===== config.mk =====
export PLATFORM = sky130hd
export DESIGN_NAME = retire_trace_encoder
export DESIGN_NICKNAME = d
export VERILOG_FILES = /design/src/rtl/trace_pkg.sv /design/src/rtl/trace_event_fifo.sv /design/src/rtl/retire_trace_encoder.sv
export SDC_FILE = /design/constraint.sdc
export NUM_CORES = 1
export LEC_CHECK = 0
export CAP_MARGIN = 20
export CORE_UTILIZATION = 55
export DETAILED_ROUTE_END_ITERATION = 10
export PLACE_DENSITY = 0.73
export SLEW_MARGIN = 20
export SYNTH_ARGS = -nofsm -noshare
export SYNTH_HDL_FRONTEND = slang
export SYNTH_SLANG_ARGS = --single-unit

===== constraint.sdc =====
create_clock -name clk -period 5.79 [get_ports clk]
set_input_delay 1.158 -clock clk [delete_from_list [all_inputs] [get_ports clk]]
set_output_delay 1.158 -clock clk [all_outputs]
set_load 0.005 [all_outputs]

===== src/rtl/trace_pkg.sv =====
// Shared types for the retire trace encoder: trace type codes, serializer states, event entry.
// Latency: n/a (types and constants only).
// Backpressure: n/a.
package trace_pkg;

    localparam logic [3:0] TR_REG   = 4'h1;
    localparam logic [3:0] TR_LOAD  = 4'h2;
    localparam logic [3:0] TR_STORE = 4'h3;
    localparam logic [3:0] TR_HALT  = 4'h4;

    typedef enum logic [1:0] {
        MK_NONE,
        MK_LOAD,
        MK_STORE
    } mem_kind_t;

    typedef enum logic [3:0] {
        ST_IDLE,
        ST_REG_H,
        ST_REG_D,
        ST_MEM_H,
        ST_MEM_A,
        ST_MEM_D,
        ST_HLT_H,
        ST_HLT_C,
        ST_HLT_I,
        ST_DONE
    } state_t;

    typedef struct packed {
        logic        hlt;
        logic        reg_we;
        logic [3:0]  reg_dst;
        logic [15:0] reg_data;
        mem_kind_t   mem_kind;
        logic [15:0] mem_addr;
        logic [15:0] mem_value;
    } event_t;

    localparam int EVENT_W = $bits(event_t);

    // Header word for a memory group; only called for entries that carry a memory access.
    function automatic logic [15:0] mem_hdr(input mem_kind_t kind);
        return {(kind == MK_STORE) ? TR_STORE : TR_LOAD, 12'h000};
    endfunction

endpackage


===== src/rtl/trace_event_fifo.sv =====
// Synchronous event FIFO with extra-MSB wrap pointers; head is read combinationally.
// Latency: a pushed entry is at the head on the edge after the push into an empty FIFO.
// Backpressure: a push while full is discarded unless a pop happens in the same cycle.
module trace_event_fifo #(
    parameter int WIDTH = 8,
    parameter int DEPTH = 8
) (
    input  logic             clk,
    input  logic             rst,
    input  logic             push,
    input  logic [WIDTH-1:0] push_data,
    input  logic             pop,
    output logic [WIDTH-1:0] pop_data,
    output logic             full,
    output logic             empty
);

    localparam int AW = $clog2(DEPTH);

    logic [WIDTH-1:0] mem [DEPTH];
    logic [AW:0]      wr_ptr;
    logic [AW:0]      rd_ptr;
    logic             do_push;
    logic             do_pop;

    assign empty    = (wr_ptr == rd_ptr);
    assign full     = (wr_ptr[AW] != rd_ptr[AW]) && (wr_ptr[AW-1:0] == rd_ptr[AW-1:0]);
    assign do_pop   = pop && !empty;
    assign do_push  = push && (!full || do_pop);
    assign pop_data = mem[rd_ptr[AW-1:0]];

    // Pointer advance; a full FIFO still accepts a push when the head leaves in the same cycle.
    always_ff @(posedge clk) begin
        if (rst) begin
            wr_ptr <= '0;
            rd_ptr <= '0;
        end else begin
            if (do_push) wr_ptr <= wr_ptr + 1'b1;
            if (do_pop)  rd_ptr <= rd_ptr + 1'b1;
        end
    end

    // Storage write; contents need no reset since the pointers define validity.
    always_ff @(posedge clk) begin
        if (do_push) mem[wr_ptr[AW-1:0]] <= push_data;
    end

endmodule


===== src/rtl/retire_trace_encoder.sv =====
// Captures retire events into a FIFO and serializes them as 16-bit trace words, with a halt summary.
// Latency: an event into an empty, idle encoder shows its first word one edge after capture.
// Backpressure: words hold while out_ready is low; events arriving at a full FIFO are dropped and flag overflow.
module retire_trace_encoder
    import trace_pkg::*;
#(
    parameter int DEPTH = 8
) (
    input  logic        clk,
    input  logic        rst,
    input  logic        reg_we,
    input  logic [3:0]  reg_dst,
    input  logic [15:0] reg_data,
    input  logic        mem_rd,
    input  logic        mem_wr,
    input  logic [15:0] mem_addr,
    input  logic [15:0] mem_wdata,
    input  logic [15:0] mem_rdata,
    input  logic        hlt,
    output logic [15:0] out_data,
    output logic        out_valid,
    input  logic        out_ready,
    output logic        overflow,
    output logic        done
);

    logic        halted;
    logic [15:0] cycle_cnt;
    logic [15:0] inst_cnt;
    state_t      state;
    event_t      in_ev;
    event_t      head;
    logic        capture;
    logic        full;
    logic        empty;
    logic        fire;
    logic        last;
    logic        pop;

    assign capture = (reg_we | mem_rd | mem_wr | hlt) & ~halted;
    assign fire    = out_valid & out_ready;
    assign pop     = fire & last;

    // Build the entry for this cycle; a store takes priority over a load.
    always_comb begin
        in_ev.hlt       = hlt;
        in_ev.reg_we    = reg_we;
        in_ev.reg_dst   = reg_dst;
        in_ev.reg_data  = reg_data;
        in_ev.mem_addr  = mem_addr;
        in_ev.mem_kind  = MK_NONE;
        in_ev.mem_value = 16'h0000;
        if (mem_wr) begin
            in_ev.mem_kind  = MK_STORE;
            in_ev.mem_value = mem_wdata;
        end else if (mem_rd) begin
            in_ev.mem_kind  = MK_LOAD;
            in_ev.mem_value = mem_rdata;
        end
    end

    // The head entry is released only once its final word has been accepted.
    always_comb begin
        last = 1'b0;
        case (state)
            ST_REG_D: last = (head.mem_kind == MK_NONE) && !head.hlt;
            ST_MEM_D: last = !head.hlt;
            ST_HLT_I: last = 1'b1;
            default:  last = 1'b0;
        endcase
    end

    trace_event_fifo #(
        .WIDTH (EVENT_W),
        .DEPTH (DEPTH)
    ) u_fifo (
        .clk       (clk),
        .rst       (rst),
        .push      (capture),
        .push_data (in_ev),
        .pop       (pop),
        .pop_data  (head),
        .full      (full),
        .empty     (empty)
    );

    // Counters and halted latch; the halt cycle itself is still counted, everything after is frozen.
    always_ff @(posedge clk) begin
        if (rst) begin
            halted    <= 1'b0;
            cycle_cnt <= 16'h0000;
            inst_cnt  <= 16'h0000;
        end else if (!halted) begin
            cycle_cnt <= cycle_cnt + 16'd1;
            if (hlt | reg_we | mem_wr) inst_cnt <= inst_cnt + 16'd1;
            if (hlt) halted <= 1'b1;
        end
    end

    // Sticky drop flag: a capture into a full FIFO with no simultaneous pop is lost.
    always_ff @(posedge clk) begin
        if (rst)                          overflow <= 1'b0;
        else if (capture && full && !pop) overflow <= 1'b1;
    end

    // Serializer: the state names the word currently presented on out_data.
    always_ff @(posedge clk) begin
        if (rst) begin
            state     <= ST_IDLE;
            out_valid <= 1'b0;
            out_data  <= 16'h0000;
            done      <= 1'b0;
        end else begin
            case (state)
                ST_IDLE: if (!empty) begin
                    out_valid <= 1'b1;
                    if (head.reg_we) begin
                        state    <= ST_REG_H;
                        out_data <= {TR_REG, head.reg_dst, 8'h00};
                    end else if (head.mem_kind != MK_NONE) begin
                        state    <= ST_MEM_H;
                        out_data <= mem_hdr(head.mem_kind);
                    end else begin
                        state    <= ST_HLT_H;
                        out_data <= {TR_HALT, 12'h000};
                    end
                end
                ST_REG_H: if (fire) begin
                    state    <= ST_REG_D;
                    out_data <= head.reg_data;
                end
                ST_REG_D: if (fire) begin
                    if (head.mem_kind != MK_NONE) begin
                        state    <= ST_MEM_H;
                        out_data <= mem_hdr(head.mem_kind);
                    end else if (head.hlt) begin
                        state    <= ST_HLT_H;
                        out_data <= {TR_HALT, 12'h000};
                    end else begin
                        state     <= ST_IDLE;
                        out_valid <= 1'b0;
                    end
                end
                ST_MEM_H: if (fire) begin
                    state    <= ST_MEM_A;
                    out_data <= head.mem_addr;
                end
                ST_MEM_A: if (fire) begin
                    state    <= ST_MEM_D;
                    out_data <= head.mem_value;
                end
                ST_MEM_D: if (fire) begin
                    if (head.hlt) begin
                        state    <= ST_HLT_H;
                        out_data <= {TR_HALT, 12'h000};
                    end else begin
                        state     <= ST_IDLE;
                        out_valid <= 1'b0;
                    end
                end
                ST_HLT_H: if (fire) begin
                    state    <= ST_HLT_C;
                    out_data <= cycle_cnt;
                end
                ST_HLT_C: if (fire) begin
                    state    <= ST_HLT_I;
                    out_data <= inst_cnt;
                end
                ST_HLT_I: if (fire) begin
                    state     <= ST_DONE;
                    out_valid <= 1'b0;
                    done      <= 1'b1;
                end
                ST_DONE: state <= ST_DONE;
                default: state <= ST_IDLE;
            endcase
        end
    end

endmodule


==> metrics <==
Post-CTS Setup Inserts 0; Tmin final between 4 and 5 ns; DP HPWL 26,300 um; post-CTS sizing 0; fin. max-slew vios 0; clock power share 38.1%; Pre-antenna DRT Iters 5; Crit Path Max Fanout 46; P per Cell Area 354 nW/um^2; CTS HTree Levels 2; switching share of power a little under a quarter; standard-cell row count 70; routed length per instance around 26 um; main combinational cell family by area after synthesis multiplexers; Async S/R FF share, synth 0%; antenna-violating nets left 0; CTS root buffer clkbuf_16; leakage around 0.0074 uW; layout cells sized above 1 18.6%; vias in the first global route approximately 11,000; Worst slew margin 25.8%; via count 11,014; fmax 0.238 GHz; initial antenna violation count 0; CTS tree yes; Post-Synth Adder-Cell Area 0.244%; Post-synth top flop edfxtp_1; flops & latches, synth around 500; Power Internal 6370 uW; Critical Path RT around 6 ns; post-route clock period utilization 72.6%; setup_tns 0 ns; CP Capture Point u_fifo.mem[4][38]; register share of total power 51.6%; Reg2Reg Capture Point u_fifo.mem[4][38]; CTS Buffer Depth 3; Worst Setup Start Kind flip-flop; Area contributors post-synth edfxtp_1, mux4_2, dfxtp_1; proportion of synthesized area in mux cells 14.0%; CP Data Arrival Time approximately 4.4 ns; total track usage 24.3%; final clock skew 0.0209 ns; CTS Hold Bufs 0; unrepaired setup endpoints after global routing no; latest clock arrival within the worst-skew pair 0.60 ns; final wirelength ~45,000 um; Syn Inst Count 1,147; top-area cell type share of the netlist area roughly 65%; commonest non-fill, non-tap cell in the layout edfxtp_1; core box area 36,700 um^2; Setup crit end kind flip-flop; Port Buf Inserts 93; Synth Area in Compound Gates 5.36%; Vias/cell 6.27; DIE WIDTH 195 um; maximum vdd drop approximately 220 uV; Post-Synth Simple-Gate Area 5.54%; sequential fraction of the synthesis area between 70% and 80%; CTS Sinks just over 500; diode count 0; Die Y 195 um; R2R cell count 8; Max Cap Violations 0; final setup fails 0; area leader, netlist edfxtp_1; gr ovfl total 0; Min-Delay Path Depth 1; register clock-pin slew on the reported worst setup and hold paths 0.06 ns; yosys warns 0; Net Switching approximately 2000 uW; most frequent cells in the layout edfxtp_1, mux4_2, clkdlybuf4s50_1; # nets final 1,325; area grow syn2layout 15.1%; slew at the pin with the worst max-slew slack 1.11 ns; Tot Pwr 8380 uW; r2r setup slk 1.59 ns; Starting Density 56.0%; drc violations 0; cts bufs inserted 51; critical path type reg -> reg; status complete, no violations; Logic pwr share 10.3%; Mapped Area between 20,000 and 25,000 um^2; Post-Synthesis Net Count 1,226; global-route wire length before repair roughly 68,000 um; Die ar. around 38,000 um^2; GP Congestion 0.859; Yosys cell types 69; final hold vios 0; largest net degree at the start of global routing 67; initial drt markers 1,083; io pins 94; Hold Crit Class reg -> reg; Synth Area in XOR/XNOR approximately 1.3%; number of synthesized flops with an enable pin roughly 450; syn avg cell area 17.9 um^2
state kept, by name, summed over array words and instances, names as in the netlist, named ones only:
| name | cells |
|---|---|
| out_data | 16 |
| cycle_cnt | 16 |
| u_fifo.mem | 448 |
| inst_cnt | 16 |
| u_fifo.rd_ptr | 4 |
| u_fifo.wr_ptr | 4 |
| halted | 1 |
| done | 1 |
| out_valid | 1 |
| overflow | 1 |
| state | 4 |
worst min path at each step:
stage             startpoint             to  slack, ns
2_1_floorplan  cycle_cnt[15]  cycle_cnt[15]       0.46
3_3_place_gp     out_data[6]    out_data[6]       0.47
3_5_place_dp     out_data[6]    out_data[6]       0.47
4_1_cts          out_data[2]    out_data[2]       0.48
5_1_grt          out_data[1]    out_data[1]       0.49
6_report         out_data[7]    out_data[7]       0.48
per-layer routing:
metal	track usage, %	routed length (um)	vias up
li1	-	-	4824
met1	34.8	18800	5681
met2	38.0	21500	420
met3	3.94	3130	89
met4	9.42	1390	0
met5	0	0	-
stage by stage:
step | setup slack (ns) | hold slack (ns) | cell area (um^2) | instances | util [%]
2_1_floorplan | 1.05 | 0.457 | 20500 | 1147 | -
3_3_place_gp | 1.43 | 0.465 | 22000 | 1659 | 59.9
3_5_place_dp | 1.31 | 0.466 | 22000 | 1659 | 59.9
4_1_cts | 1.55 | 0.481 | 23600 | 1755 | 64.3
5_1_grt | 1.29 | 0.487 | 23700 | 1757 | 64.5
6_report | 1.59 | 0.479 | 23700 | 1757 | 64.5
synthesized netlist by cell type (all sizes together), types with 3 or more instances:
master   instances
edfxtp         448
mux4           110
nor2            73
dfxtp           67
nand2           51
clkbuf          40
a21oi           30
a22oi           29
a22o            28
mux2i           28
buf             27
xor2            20
nand4           19
o21ai           19
nor3            14
nor2b           11
xnor2           11
mux2            10
nand3           10
nand2b           9
a211oi           7
and3             7
inv              7
or3              6
o211ai           5
and4b            4
ha               4
nor4             4
a2111oi          3
and4             3
nand3b           3
o21a             3
o22ai            3
o2bb2ai          3
power by group through the flow:
stage	Combinational, uW	Clock, uW	Sequential (uW)
final	864	3190	4320
after floorplan	553	0	4350
after detailed placement	854	0	4400
after global routing	927	3370	4330
after CTS	859	3230	4320
after global placement	841	0	4390
cells by family after synthesis:
group / Yosys count
mux: 148
buf+inv: 74
compound gates: 149
flops: 515
simple gates: 226
fa+ha+maj: 4
xor+xnor: 31
critical path: stages, from the launching register on:
cell     delay (ns)
dfxtp_4        0.82
buf_4          0.57
nand2_1        0.09
o22ai_1        0.35
o21a_1         0.24
a21oi_4        0.13
a21oi_2        0.38
and3_2         0.53
buf_4          0.66
final cells by class:
| type | count | area (um^2) |
|---|---|---|
| Fill cell | 2410 | 13000 |
| Multi-Input combinational cell | 558 | 5490 |
| Clock buffer | 70 | 1420 |
| Timing Repair Buffer | 113 | 1110 |
| Tap cell | 468 | 586 |
| Sequential cell | 515 | 14800 |
| Inverter | 7 | 26.3 |
| Clock inverter | 26 | 220 |
Power figures use the tool's default switching activity.
